[config.mk]
export PLATFORM = sky130hd
export DESIGN_NAME = scan_fault_decoder
export DESIGN_NICKNAME = d
export VERILOG_FILES = /design/src/rtl/scan_fault_decoder.sv
export SDC_FILE = /design/constraint.sdc
export NUM_CORES = 1
export LEC_CHECK = 0
export BUFFER_PORTS_ARGS = -buffer_cell sky130_fd_sc_hd__buf_4
export CORE_MARGIN = 4
export CORE_UTILIZATION = 31
export CTS_CLUSTER_DIAMETER = 100
export CTS_CLUSTER_SIZE = 30
export DETAILED_ROUTE_END_ITERATION = 10
export PLACE_DENSITY = 0.48
export SLEW_MARGIN = 20
export SYNTH_ARGS = -nofsm -noshare
export SYNTH_HDL_FRONTEND = slang
export SYNTH_SLANG_ARGS = --single-unit
[constraint.sdc]
create_clock -name clk -period 8.9 [get_ports clk]
set_clock_uncertainty 0.05 [all_clocks]
set_input_delay 1.335 -clock clk [delete_from_list [all_inputs] [get_ports clk]]
set_output_delay 1.335 -clock clk [all_outputs]
set_load 0.01 [all_outputs]
[src/rtl/scan_fault_decoder.sv]
// Walking-zero scan fault decoder: emits one OPEN/SHORT record per mismatched pin.
// Optional saturating record counter enabled by SCAN_FAULT_CNT_EN.
module scan_fault_decoder #(
    parameter int N_PAIR = 86,
    parameter int IDX_W  = 7
) (
    input  logic              clk,
    input  logic              reset,
    input  logic              scan_valid,
    output logic              scan_ready,
    input  logic [IDX_W-1:0]  scan_step,
    input  logic [N_PAIR-1:0] scan_exp,
    input  logic [N_PAIR-1:0] scan_obs,
    output logic              rec_valid,
    input  logic              rec_ready,
    output logic [IDX_W-1:0]  rec_step,
    output logic [IDX_W-1:0]  rec_pin,
    output logic              rec_type,
    output logic              any_fault,
    output logic [15:0]       fault_cnt
);

    typedef enum logic {
        S_IDLE = 1'b0,
        S_EMIT = 1'b1
    } state_t;

    state_t            r_state;
    state_t            w_state_nxt;
    logic [IDX_W-1:0]  r_step;
    logic [N_PAIR-1:0] r_exp;
    logic [N_PAIR-1:0] r_diff;
    logic              r_any;

    logic [N_PAIR-1:0] w_diff_in;
    logic [N_PAIR-1:0] w_onehot;
    logic [N_PAIR-1:0] w_diff_clr;
    logic [IDX_W-1:0]  w_pin;
    logic              w_scan_fire;
    logic              w_rec_fire;

    assign scan_ready  = (r_state == S_IDLE) && !reset;
    assign rec_valid   = (r_state == S_EMIT) && !reset;
    assign w_scan_fire = scan_valid && scan_ready;
    assign w_rec_fire  = rec_valid && rec_ready;
    assign w_diff_in   = scan_exp ^ scan_obs;

    // Isolate the lowest pending mismatch; it is both the record and the bit to clear.
    assign w_onehot   = r_diff & (~r_diff + N_PAIR'(1));
    assign w_diff_clr = r_diff & ~w_onehot;

    always_comb begin
        w_pin = '0;
        for (int i = N_PAIR - 1; i >= 0; i--) begin
            if (r_diff[i]) begin
                w_pin = IDX_W'(i);
            end
        end
    end

    always_comb begin
        w_state_nxt = r_state;
        case (r_state)
            S_IDLE: begin
                if (w_scan_fire && (|w_diff_in)) begin
                    w_state_nxt = S_EMIT;
                end
            end
            S_EMIT: begin
                if (w_rec_fire && !(|w_diff_clr)) begin
                    w_state_nxt = S_IDLE;
                end
            end
            default: w_state_nxt = S_IDLE;
        endcase
    end

    always_ff @(posedge clk) begin
        if (reset) begin
            r_state <= S_IDLE;
        end else begin
            r_state <= w_state_nxt;
        end
    end

    always_ff @(posedge clk) begin
        if (reset) begin
            r_step <= '0;
            r_exp  <= '0;
            r_diff <= '0;
        end else if (w_scan_fire) begin
            r_step <= scan_step;
            r_exp  <= scan_exp;
            r_diff <= w_diff_in;
        end else if (w_rec_fire) begin
            r_diff <= w_diff_clr;
        end
    end

    always_ff @(posedge clk) begin
        if (reset) begin
            r_any <= 1'b0;
        end else if (w_rec_fire) begin
            r_any <= 1'b1;
        end
    end

    assign rec_step  = reset ? '0 : r_step;
    assign rec_pin   = reset ? '0 : w_pin;
    assign rec_type  = !reset && (|(r_exp & w_onehot));
    assign any_fault = r_any;

`ifdef SCAN_FAULT_CNT_EN
    logic [15:0] r_fault_cnt;

    always_ff @(posedge clk) begin
        if (reset) begin
            r_fault_cnt <= '0;
        end else if (w_rec_fire && (r_fault_cnt != 16'hFFFF)) begin
            r_fault_cnt <= r_fault_cnt + 16'd1;
        end
    end

    assign fault_cnt = r_fault_cnt;
`else
    assign fault_cnt = '0;
`endif

endmodule

## Word level (Yosys, flattened, before mapping)

Index checks and enable logic that the tools add are counted.

| word-level totals | value |
|---|---|
| flip-flop bits (word level) | 181 |
| input bits | 183 |
| output and inout port bits | 34 |

| cells by class | value |
|---|---|
| add/subtract/negate cells | 1 |
| multiplexer cells | 93 |
| bitwise operators | 7 |
| reduce and logical (&&, ||, !) cells | 13 |

Operators by type and width:

| cell | count |
|---|---|
| 2-to-1 mux 7 bit | 88 |
| bitwise AND 86 bit | 3 |
| OR reduction 86 bit | 3 |
| 2-to-1 mux 86 bit | 2 |
| inverter 86 bit | 2 |
| adder 86 x 1 -> 86 bit, second input constant | 1 |
| bitwise XOR 86 bit | 1 |
| logical AND 1 bit | 7 |
| logical NOT 1 bit | 2 |
| 2-to-1 mux 1 bit | 2 |
| one-hot mux 1 bit (2 select lines) | 1 |
| nonzero test 2 bit | 1 |
| inverter 1 bit | 1 |

## Logic depth before layout (Yosys ltp)

| logic depth | value |
|---|---|
| depth after elaboration | 87 |
| depth in mapped cells | 12 |
| depth with buffers taken out | 8 |

## Worst setup path after synthesis

OpenSTA, ideal clock, no wires.

| timing path | value |
|---|---|
| path type | reg2out |
| start point | register r_diff[26] |
| end point | output port rec_type |
| data arrival time | 3.245 ns |
| required time | 7.515 ns |
| slack | 4.270 ns |
| cell stages (with the launch flop) | 13 |
| buffers on the path | 4 |
| cell sequence | dfxtp_1 -> buf_6 -> or4_4 -> buf_6 -> or4_4 -> buf_6 -> or3_4 -> buf_6 -> or3_4 -> o32ai_2 -> nor4_1 -> and4_1 -> a31oi_1 |

| on the way | value |
|---|---|
| longest elaborated chain between the ends | 6 |

RTL lines:

| item | RTL line | source |
|---|---|---|
| from (decl) | 32 | `logic [N_PAIR-1:0] r_diff;` |
| from (signal assigned) | 94 | `r_diff <= w_diff_in;` |
| from (signal assigned) | 96 | `r_diff <= w_diff_clr;` |
| inverter 86 bit | 49 | `assign w_onehot = r_diff & (~r_diff + N_PAIR'(1));` |
| adder 86 x 1 -> 86 bit | 49 |  |
| bitwise AND 86 bit * | 49 |  |
| bitwise AND 86 bit * | 110 | `assign rec_type = !reset && (\|(r_exp & w_onehot));` |
| OR reduction 86 bit * | 110 |  |
| logical AND 1 bit * | 110 |  |
| to (decl) | 18 | `output logic rec_type,` |

Mark *: on every way between the ends. The rest lies on a longest branch, timed or not.

## Final worst setup path

| timing path | value |
|---|---|
| start point | register r_diff[20] |
| end point | output port rec_type |

The elaborated chain is that of the path after synthesis.

==> results by stage <==
Clock tree:
- The count of cells resized by post-cts repair is 0.
- Hold repair after CTS inserted 0 buffers.
- TritonCTS created 17 clock buffers.
- The number of buffers on the longest clock path is 2.
- The number of H-tree levels is 4.
- The cell sitting at the root of the clock tree is a clkbuf_16.
- TritonCTS built the clock tree.
- The CTS sink count is 181.
- The clock-pin slew reported for the worst setup and hold paths after clock tree synthesis is 70 ps.
- The clock latency of the later-clocked register in the worst-skew pair is 460 ps.
- In this run the post-CTS setup repair buffer count came out at 0.

Detailed routing:
- The detailed-route wire length per cell is 23.6 µm.
- The detailed router finished its first iteration with 1191 violations.
- Before antenna repair, the detailed router went through 5 iterations.
- For this block, the via count after detailed routing is 12200.
- The post-detailed-route DRC marker count is 0.
- The count of nets left with antenna violations after detail routing is 0.
- The average via count per standard cell is 5.72.
- The post-detailed-routing wire length is 50.3 mm.

Cells and area:
- The library cell used most frequently in the layout, excluding fill and tap cells, is nand2_1.
- The library cells used most frequently in the layout, excluding fill and tap cells, are nand2_1, buf_4, a21oi_1.
- The layout overhead on the synthesized area is 20.4%.
- The multi-input combinational cells in the finished layout cover a total of 6880 µm².
- Cells fill 37.8% of the core in the end.
- The number of antenna diodes in the final layout is 0.
- The sequential standard cell area is 3620 µm².
- The net count of the finished layout is 1844.
- Counting the fill cells in the layout gives 3829.
- In the final layout, the share of cells above drive strength 1 is 16.5%.

Synthesis:
- The flip-flop and latch count after synthesis is 181.
- The number of cells produced by synthesis is 1557.
- In this run the mean area of a mapped cell was 7.16 µm².
- The top flip-flop cell by instance count after synthesis is dfxtp_1.
- The netlist area before placement is 11200 µm².
- The fraction of the yosys area taken by sequential cells is 32.5%.
- For this run, the number of Yosys warnings is 0.
- The number of distinct standard cells referenced by the synthesized netlist is 71.
- Of all flip-flops after synthesis, the portion carrying an async set or reset was 0%.
- The synthesized design contains 0 enable-type register cells.

Critical path:
- Among all stages on the critical path, the largest delay is contributed by nor4_1.
- The critical path's top delay family is simple AND/OR/NAND/NOR gates.
- Traced cell by cell, the critical path runs through nor4_1, nand4_1, nor2_1, nand4_1, nor4b_1, a32oi_1, and4_1, a31oi_1, buf_4.
- At the worst endpoint, the required time is 7520 ps.
- The kind of critical path is reg -> out.
- The largest fanout on the critical path is 10.
- The arrival time of data at the critical path endpoint is 4640 ps.
- The delay contributed by the slowest stage of the critical path is 730 ps.
- The buffer and inverter count on the worst path is 1.
- The kind of start point of the critical path is a flop.
- The most prevalent standard cell on the critical path is nand4_1.
- The worst setup path is captured at an output pin.

Die:
- The initial utilization of the core area, before any placement, comes to 31.4%.
- The core region area is 35600 µm².
- The die covers 39100 µm².
- The floorplan has 69 rows.
- The floorplan step set the die width to 198 µm.
- During I/O placement, the number of pins put on the boundary was 217.
- Measured along the y axis, the die boundary spans 198 µm.

Global routing:
- The number of antenna violations at the first check in global routing is 1.
- Entering global routing, the biggest net connects 88 pins.
- Global routing used 25.0% of the available tracks across all layers.
- For this run the aggregate overflow at the end of global routing stands at 0.
- The number of global-route vias before repair is 11800.
- The wire length of the first global-routing pass is 74.7 mm.

Timing:
- Setup slack closes at 2870 ps.
- The achievable frequency is 0.166 GHz.
- In the finished design, the share of the clock period the worst path needs comes to 67.7%.
- Setup repair after global routing left no endpoint under its margin.
- The slew at the pin closest to its max-slew limit is 1220 ps.
- The setup-violating endpoint count in the final report is 0.
- The number of max-slew violations in the final report is 0.
- In this run the tightest slew margin relative to its limit is 18.2%.
- The number of endpoints with negative hold slack in the final report was 0.
- After layout, the minimum clock period comes to 6030 ps.
- The final total negative setup slack is 0 ps.

Pwr:
- For this design the ratio of total power to cell area is 183 nW/µm².
- For this design the static power due to leakage is 5.00 nW.
- The largest vdd supply drop is 0.000138 V.

Place:
- The count of buffers added on input and output ports is 200.
- The pre-CTS worst setup slack is 3620 ps.
- The global placer's final weighted congestion is 0.957.
- The half-perimeter wire length after placement is 37.9 mm.

Run:
- The total of max-cap violations is 0.

Hold path:
- In this run the worst hold path is classified as reg -> reg.

Status:
- The run finished with clean final reports.
## per-stage QoR
step	hold WS (ps)	std cells	area, µm²	power (W)
floorplan	381	1572	11200	0.00134
global placement	398	2103	12800	0.00165
detailed placement	401	2103	12800	0.00164
CTS	411	2135	13400	0.00247
global route	432	2135	13400	0.00258
finish	409	2135	13400	0.00246
## registers in the layout, indices dropped and copies added (netlist names)
register / count
r_state: 1
r_diff: 86
r_exp: 86
r_step: 7
any_fault: 1
## cell type report
cell class              count  area share (%)
clock buffers              23            3.63
well taps                 461            4.29
inverters                  25           0.699
repair buffers            217            12.2
clock inverters             9            1.05
multi-input cells        1219            51.2
flip-flops and latches    181            27.0
## cells by family (layout without fill, tap and decap cells)
| logic type | Yosys count | in the layout | share of synthesized area, % |
|---|---|---|---|
| AOI/OAI and AO/OA | 429 | 429 | 24.5 |
| adders and majority gates | 2 | 2 | 0.179 |
| xor gates and xnor gates | 86 | 86 | 6.75 |
| muxes | 7 | 7 | 0.707 |
| other | 1 | 16 | 0.0336 |
| buffers and inverters | 172 | 274 | 6.62 |
| and+or+nand+nor | 679 | 679 | 28.8 |
| DFF | 181 | 181 | 32.5 |
## where the power goes
group          switching [W]  internal (W)  leakage [nW]  total (W)
Clock               0.000350      0.000476         0.305   0.000826
Sequential         0.0000923      0.000867          1.48   0.000959
Combinational       0.000435      0.000244          3.21   0.000678
## worst reg2reg max path, stage by stage (launching register included)
cell	delay, ps
dfxtp_1	390
nor4_1	730
nand4_1	540
nor4_2	1160
nand3_1	250
o21ai_0	210
a2bb2oi_1	110
a2111oi_0	870
a41oi_1	200
## final timing paths
| path | start | end | slack, ps | depth (start not counted) |
|---|---|---|---|---|
| min | r_exp[58]$_SDFFE_PP0P_ | r_exp[58]$_SDFFE_PP0P_ | 410 | 2 |
| max | r_diff[20]$_SDFFE_PP0P_ | rec_type | 2870 | 9 |
| max reg2reg | r_diff[20]$_SDFFE_PP0P_ | r_state$_SDFF_PP0_ | 4230 | 8 |
| min reg2reg | r_exp[58]$_SDFFE_PP0P_ | r_exp[58]$_SDFFE_PP0P_ | 410 | 2 |
## synth_stat cells, types with 10 or more instances
| library cell | n | area share [%] |
|---|---|---|
| or4_1 | 16 | 1.1 |
| a32oi_1 | 10 | 0.79 |
| nor2b_1 | 19 | 1.1 |
| clkbuf_1 | 119 | 4.0 |
| a31oi_1 | 18 | 1.0 |
| nand4_1 | 17 | 0.95 |
| o211ai_1 | 34 | 2.3 |
| a21oi_1 | 182 | 8.2 |
| or3_1 | 16 | 0.90 |
| a22oi_1 | 18 | 1.2 |
| o21ai_0 | 51 | 2.3 |
| inv_1 | 25 | 0.84 |
| nor4_1 | 58 | 3.3 |
| nor3_1 | 34 | 1.5 |
| dfxtp_1 | 181 | 32 |
| o31ai_1 | 13 | 0.87 |
| nand3_1 | 38 | 1.7 |
| buf_4 | 16 | 1.1 |
| nor2_1 | 113 | 3.8 |
| nand2_1 | 310 | 10 |
| xor2_1 | 78 | 6.1 |
| o311ai_0 | 19 | 1.5 |
## per-layer routing
metal  part of all wire, %  global-route usage (%)  up-vias  wire [µm]
li1                      -                       -     5801          -
met1                    46                    35.3     5838      23200
met2                    43                    37.6      482      21800
met3                   6.8                    4.88       87       3410
met4                   3.8                    10.1        2       1920
met5                 0.016                       0        -          8
Note: power is estimated with default switching activity, not from simulation.
